==> src/rtl/fft16_bfly_sequencer.sv <==
// 16-point radix-2 DIT FFT sequencer: buffers a frame, schedules 32 in-place butterflies on an
// external butterfly unit, then streams the spectrum. Optional build macro: FFT_SEQ_SCALE_EN.
module fft16_bfly_sequencer #(
    parameter int BF_LAT = 4
) (
    input  logic        Clk,
    input  logic        Rst,
    input  logic        in_valid,
    output logic        in_ready,
    input  logic [31:0] in_data,
    output logic [31:0] bf_A,
    output logic [31:0] bf_B,
    output logic [31:0] bf_w,
    input  logic [31:0] bf_Y,
    input  logic [31:0] bf_Z,
    output logic        out_valid,
    input  logic        out_ready,
    output logic [31:0] out_data,
    output logic        out_last,
    output logic        busy
);

    // state    | meaning
    // S_LOAD   | accept 16 samples into mem in bit-reversed order
    // S_CALC   | operands presented to the butterfly, wait BF_LAT+1 cycles
    // S_WB     | write Y/Z back in place, pick next butterfly or finish
    // S_UNLOAD | stream mem[0..15] to the consumer
    typedef enum logic [1:0] {
        S_LOAD,
        S_CALC,
        S_WB,
        S_UNLOAD
    } state_t;

    localparam logic [3:0] WAIT_INIT = 4'(BF_LAT);

    state_t      state;
    state_t      state_nxt;
    logic [31:0] mem [16];
    logic [3:0]  cnt;
    logic [1:0]  stg;
    logic [2:0]  bfly;
    logic [3:0]  wait_cnt;

    logic        in_xfer;
    logic        load_done;
    logic        last_bfly;
    logic        last_stage;
    logic        calc_entry;
    logic [1:0]  op_stg;
    logic [2:0]  op_bfly;
    logic [3:0]  op_a;
    logic [3:0]  op_b;
    logic [2:0]  op_k;
    logic [3:0]  cur_a;
    logic [3:0]  cur_b;
    logic [31:0] wb_y;
    logic [31:0] wb_z;

    function automatic logic [3:0] bitrev4(input logic [3:0] v);
        return {v[0], v[1], v[2], v[3]};
    endfunction

    // Top-leg address: group base (b >> s) spaced 2^(s+1) apart, plus offset j within the group.
    function automatic logic [3:0] addr_a(input logic [1:0] st, input logic [2:0] bi);
        logic [2:0] j;
        logic [3:0] grp;
        j   = bi & ((3'd1 << st) - 3'd1);
        grp = {1'b0, bi} >> st;
        return (grp << (3'(st) + 3'd1)) + {1'b0, j};
    endfunction

    function automatic logic [3:0] addr_b(input logic [1:0] st, input logic [2:0] bi);
        return addr_a(st, bi) + (4'd1 << st);
    endfunction

    function automatic logic [2:0] tw_k(input logic [1:0] st, input logic [2:0] bi);
        logic [2:0] j;
        j = bi & ((3'd1 << st) - 3'd1);
        return j << (2'd3 - st);
    endfunction

    // W16^k = {cos, -sin} in Q6.10
    function automatic logic [31:0] tw_rom(input logic [2:0] k);
        logic [31:0] w;
        case (k)
            3'd0:    w = 32'h0400_0000;
            3'd1:    w = 32'h03B2_FE78;
            3'd2:    w = 32'h02D4_FD2C;
            3'd3:    w = 32'h0188_FC4E;
            3'd4:    w = 32'h0000_FC00;
            3'd5:    w = 32'hFE78_FC4E;
            3'd6:    w = 32'hFD2C_FD2C;
            default: w = 32'hFC4E_FE78;
        endcase
        return w;
    endfunction

    function automatic logic [31:0] wb_scale(input logic [31:0] v);
`ifdef FFT_SEQ_SCALE_EN
        return {v[31], v[31:17], v[15], v[15:1]};
`else
        return v;
`endif
    endfunction

    assign in_xfer    = in_valid && in_ready;
    assign load_done  = in_xfer && (cnt == 4'd15);
    assign last_bfly  = (bfly == 3'd7);
    assign last_stage = (stg == 2'd3);
    assign calc_entry = (state_nxt == S_CALC) && (state != S_CALC);
    assign cur_a      = addr_a(stg, bfly);
    assign cur_b      = addr_b(stg, bfly);
    assign op_a       = addr_a(op_stg, op_bfly);
    assign op_b       = addr_b(op_stg, op_bfly);
    assign op_k       = tw_k(op_stg, op_bfly);
    assign wb_y       = wb_scale(bf_Y);
    assign wb_z       = wb_scale(bf_Z);

    // Butterfly about to be entered: first of the frame from LOAD, successor from WB.
    always_comb begin
        op_stg  = 2'd0;
        op_bfly = 3'd0;
        if (state == S_WB) begin
            if (!last_bfly) begin
                op_stg  = stg;
                op_bfly = bfly + 3'd1;
            end else begin
                op_stg  = stg + 2'd1;
                op_bfly = 3'd0;
            end
        end
    end

    always_ff @(posedge Clk) begin
        if (Rst) begin
            state <= S_LOAD;
        end else begin
            state <= state_nxt;
        end
    end

    always_comb begin
        state_nxt = state;
        case (state)
            S_LOAD: begin
                if (load_done) state_nxt = S_CALC;
            end
            S_CALC: begin
                if (wait_cnt == 4'd0) state_nxt = S_WB;
            end
            S_WB: begin
                state_nxt = (last_bfly && last_stage) ? S_UNLOAD : S_CALC;
            end
            S_UNLOAD: begin
                if (out_ready && (cnt == 4'd15)) state_nxt = S_LOAD;
            end
            default: state_nxt = S_LOAD;
        endcase
    end

    always_comb begin
        in_ready  = 1'b0;
        busy      = 1'b0;
        out_valid = 1'b0;
        out_last  = 1'b0;
        out_data  = '0;
        case (state)
            S_LOAD: in_ready = 1'b1;
            S_CALC, S_WB: busy = 1'b1;
            S_UNLOAD: begin
                out_valid = 1'b1;
                out_data  = mem[cnt];
                out_last  = (cnt == 4'd15);
            end
            default: ;
        endcase
    end

    always_ff @(posedge Clk) begin
        if (Rst) begin
            cnt      <= '0;
            stg      <= '0;
            bfly     <= '0;
            wait_cnt <= '0;
            bf_A     <= '0;
            bf_B     <= '0;
            bf_w     <= '0;
        end else begin
            if (calc_entry) begin
                stg      <= op_stg;
                bfly     <= op_bfly;
                wait_cnt <= WAIT_INIT;
                bf_A     <= mem[op_a];
                bf_B     <= mem[op_b];
                bf_w     <= tw_rom(op_k);
            end else if ((state == S_CALC) && (wait_cnt != 4'd0)) begin
                wait_cnt <= wait_cnt - 4'd1;
            end
            // cnt wraps 15 -> 0 on the last load/unload transfer
            case (state)
                S_LOAD: begin
                    if (in_xfer) cnt <= cnt + 4'd1;
                end
                S_WB: begin
                    if (last_bfly && last_stage) cnt <= '0;
                end
                S_UNLOAD: begin
                    if (out_ready) cnt <= cnt + 4'd1;
                end
                default: ;
            endcase
        end
    end

    // Sample memory is deliberately not reset; a new frame overwrites all 16 entries.
    // In-place indices of consecutive butterflies never overlap, so no write forwarding.
    always_ff @(posedge Clk) begin
        if (!Rst) begin
            if (in_xfer) begin
                mem[bitrev4(cnt)] <= in_data;
            end else if (state == S_WB) begin
                mem[cur_a] <= wb_y;
                mem[cur_b] <= wb_z;
            end
        end
    end

endmodule
==> config.mk <==
export PLATFORM = sky130hd
export DESIGN_NAME = fft16_bfly_sequencer
export DESIGN_NICKNAME = d
export VERILOG_FILES = /design/src/rtl/fft16_bfly_sequencer.sv
export SDC_FILE = /design/constraint.sdc
export NUM_CORES = 2
export LEC_CHECK = 0
export CAP_MARGIN = 30
export CORE_MARGIN = 1.5
export CORE_UTILIZATION = 40
export DETAILED_ROUTE_END_ITERATION = 7
export SYNTH_ARGS = -nofsm -noshare
export SYNTH_HDL_FRONTEND = slang
export SYNTH_SLANG_ARGS = --single-unit
export TNS_END_PERCENT = 30
==> constraint.sdc <==
create_clock -name Clk -period 9.09 [get_ports Clk]
set_input_delay 0.909 -clock Clk [delete_from_list [all_inputs] [get_ports Clk]]
set_output_delay 0.909 -clock Clk [all_outputs]
set_load 0.02 [all_outputs]
==> impl_metrics.tcl <==
set metrics [dict create \
    outcome "finished clean" \
    crit_family "adder cells" \
    numCtsBuffers 73 \
    wire_length_of_the_first_global_routing_pass_mm 193 \
    number_of_cells_on_the_critical_path 18 \
    core_area_sq_um 98100 \
    die-height_microns 317 \
    ys_types 63 \
    vias_per_cell 6.54 \
    crit-reg2reg-capture "bf_B[17]" \
    required_ns 9.61 \
    yosysSeqAreaShare_pct 44.0 \
    startpoint "stg[0]" \
    finalHoldViolations 0 \
    crit_arrival_ns 8.10 \
    mappedNetlistArea_sq_um 39500 \
    hold-worst-slack_ns 0.437 \
    cts_repair_resize_count 0 \
    worst_setup_hold_path_clk_slew_ns 0.06 \
    synth_compound_gate_area_share_pct 3.78 \
    design.final.nets 2833 \
    timing.reg2reg.setup_slack_ns 1.51 \
    worstMarginPinSlew_ns 1.02 \
    route.detailed.drc 0 \
    number_of_buffers_inserted_to_repair_setup_after_cts 0 \
    track_usage_pct 27.0 \
    cts_tree "built" \
    core.rowCount 115 \
    critical_path_peak_fanout 38 \
    yosys-mux-area-fraction_pct 42.3 \
    cp-start-kind "flop" \
    nFillCells 8535 \
    syn_area_per_cell_sq_um 15.1 \
    hp-class "flop to flop" \
    clock_tree_buffer_depth 3 \
    maxCapViolations 0 \
    ir_worst_vdd_mv 0.120 \
    cts_hold_buf 0 \
    p_leak_uw 0.0150 \
    synth_xor_xnor_area_share_pct 0.536 \
    critical-path-max-stage-delay_ns 1.30 \
    ff2ff_path_depth 18 \
    io_buffers 228 \
    finalMaxSlewViolations 0 \
    synth_top_family_by_area "multiplexers" \
    path_common_cell "sky130_fd_sc_hd__mux2i_1" \
    dominantRegCellSynth "sky130_fd_sc_hd__edfxtp_1" \
    postSynthCellCount 2620 \
    drive_gt1_share_pct 41.7 \
    crit_path_end_kind "flop" \
    critical_path.endpoint "bf_B[17]" \
    fraction_of_registers_with_async_set_reset_pct 0 \
    setup_total_negative_slack_ns 0 \
    period_needed_ns 7.58 \
    finalWirelength_mm 136 \
    cts_num_sinks 612 \
    fmax_achieved_mhz 132 \
    clock_latency_of_the_later_clocked_register_in_the_worst_skew_pair_ns 0.65 \
    timing.hold.worst.start "bf_w[2]" \
    number_of_global_route_vias_before_repair 26800 \
    synth_warnings 0 \
    crit_slowest_cell "sky130_fd_sc_hd__fa_4" \
    synth_edf_count 512 \
    gr-total-overflow 0 \
    gp_routability_congestion 0.828 \
    finalClockSkew_ns 0.0344 \
    clockRootBuffer "sky130_fd_sc_hd__clkbuf_16" \
    initial_utilization_pct 40.2 \
    path_buf_inv 5 \
    detailroute.via_count 26400 \
    power_density_nw_per_um2 146 \
    detail-route-antenna-nets 0 \
    chipWidth_microns 317 \
    drt_iter0_drc 2802 \
    finalCritPeriodShare_pct 83.3 \
    dr.pass1.iters 5 \
    max_slew_margin_pct 32.1 \
    clock_tree.htree_level_count 3 \
    power_uw 6630 \
    worstPathCellList "inv_2, ha_1, mux2i_1, nand2b_1, inv_2, ha_1, nand2b_1, nor4_1, ha_4, inv_1, fa_4, inv_1, fa_4, buf_4, mux4_2, mux2i_1, mux2i_1, a22o_1" \
    register_bit_count_reported_by_yosys 612 \
    grt_setup_unrepaired "no" \
    synthAdderAreaFrac_pct 1.22 \
    basic_gate_share_of_the_synthesized_area_counting_and_or_nand_and_nor_cells_pct 4.38 \
    setup_viol 0 \
    wl_per_cell_microns 33.7 \
    grt_antenna_before_repair 6 \
    worst_r2r_startpoint "stg[0]" \
    io_pins 232 \
    grt_start_max_net_pins 105 \
    dpl.hpwl_mm 75.0 \
    critical_path_class "flop to flop" \
    synth_to_layout_area_growth_pct 15.4 \
    total_die_area_sq_um 101000 \
]
==> synth_stat cells, drive strengths merged, types with 32 or more instances <==
| cell | number | area (sq um) |
|---|---|---|
| nand2 | 176 | 666 |
| a21oi | 32 | 160 |
| buf | 107 | 684 |
| dfxtp | 100 | 2000 |
| edfxtp | 512 | 15400 |
| mux2 | 514 | 6010 |
| a22o | 36 | 315 |
| and2 | 40 | 250 |
| mux4 | 416 | 9370 |
| ha | 32 | 400 |
| and3 | 34 | 213 |
| o21ai | 48 | 240 |
| nor2 | 40 | 150 |
| mux2i | 132 | 1320 |
| clkbuf | 183 | 687 |
==> stage by stage <==
stage | setup WS (ns) | cell area, sq um | utilization (%) | std cells
2_1_floorplan | 2.77 | 39500 | - | 2622
3_3_place_gp | 1.79 | 42900 | 43.7 | 3903
3_5_place_dp | 1.57 | 43000 | 43.8 | 3907
4_1_cts | 1.54 | 45500 | 46.4 | 4041
5_1_grt | 1.17 | 45500 | 46.4 | 4044
6_report | 1.51 | 45500 | 46.4 | 4044
==> worst register-to-register path, stage by stage, from the launching register on <==
cell and delay (ns):
sky130_fd_sc_hd__dfxtp_1 0.71, sky130_fd_sc_hd__inv_2 0.16, sky130_fd_sc_hd__ha_1 0.43, sky130_fd_sc_hd__mux2i_1 0.32, sky130_fd_sc_hd__nand2b_1 0.32, sky130_fd_sc_hd__inv_2 0.17, sky130_fd_sc_hd__ha_1 0.29, sky130_fd_sc_hd__nand2b_1 0.18
sky130_fd_sc_hd__nor4_1 0.46, sky130_fd_sc_hd__ha_4 0.21, sky130_fd_sc_hd__inv_1 0.06, sky130_fd_sc_hd__fa_4 1.30, sky130_fd_sc_hd__inv_1 0.20, sky130_fd_sc_hd__fa_4 1.26, sky130_fd_sc_hd__buf_4 0.55, sky130_fd_sc_hd__mux4_2 0.40
sky130_fd_sc_hd__mux2i_1 0.16, sky130_fd_sc_hd__mux2i_1 0.09, sky130_fd_sc_hd__a22o_1 0.19
==> cell type report <==
class                      count  area [sq um]  share of cell area, %
multi-input combinational   1693         21000                   46.1
sequential                   612         17400                   38.2
timing repair buffer         290          2910                   6.39
clock buffer                  95          2000                   4.39
tap                         1287          1610                   3.54
clock inverter                39           551                   1.21
inverter                      27           101                  0.223
antenna                        1          2.50                0.00550
==> where the power goes <==
part	total (uW)	switching, uW	leakage (uW)	internal (uW)
Combinational	446	205	0.00834	242
Clock	3110	1260	0.00124	1860
Sequential	3070	19.7	0.00542	3050
Total	6630	1480	0.0150	5150
==> routing by layer <==
layer | GRT usage [%] | wire length (microns)
met1 | 34.7 | 52500
met3 | 5.94 | 12800
met5 | 0 | 31
met4 | 8.56 | 4410
met2 | 45.3 | 66400
==> worst min-delay path by stage <==
stage / to / cells past startpoint
2_1_floorplan: bfly[1] / 2
3_3_place_gp: bf_w[2] / 2
3_5_place_dp: bf_w[2] / 2
4_1_cts: bf_w[2] / 2
5_1_grt: bf_w[2] / 2
6_report: bf_w[2] / 2
==> cell families after synthesis <==
logic type	Yosys count
DFF	612
buffers and inverters	317
other	1
and+or+nand+nor	354
AOI/OAI and AO/OA	218
xor gates and xnor gates	20
muxes	1062
adders and majority gates	36
==> sequential cells by signal, indices dropped and copies added, names as in the netlist, named ones only <==
signal and count:
bf_B 32, bfly 3, bf_A 32, state 2
stg 2, cnt 4, mem 512, bf_w 17
wait_cnt 4
==> cell usage in the layout, fill, tap and decap left out, types with 51 or more instances in the layout <==
cell and n:
sky130_fd_sc_hd__mux2_4 58, sky130_fd_sc_hd__edfxtp_1 512, sky130_fd_sc_hd__mux2_2 437, sky130_fd_sc_hd__clkdlybuf4s50_1 228, sky130_fd_sc_hd__clkbuf_16 73, sky130_fd_sc_hd__buf_4 51, sky130_fd_sc_hd__mux4_2 416, sky130_fd_sc_hd__mux2i_1 132
sky130_fd_sc_hd__dfxtp_1 96, sky130_fd_sc_hd__nand2_1 167
No activity file was read; power rests on OpenSTA's default activity.
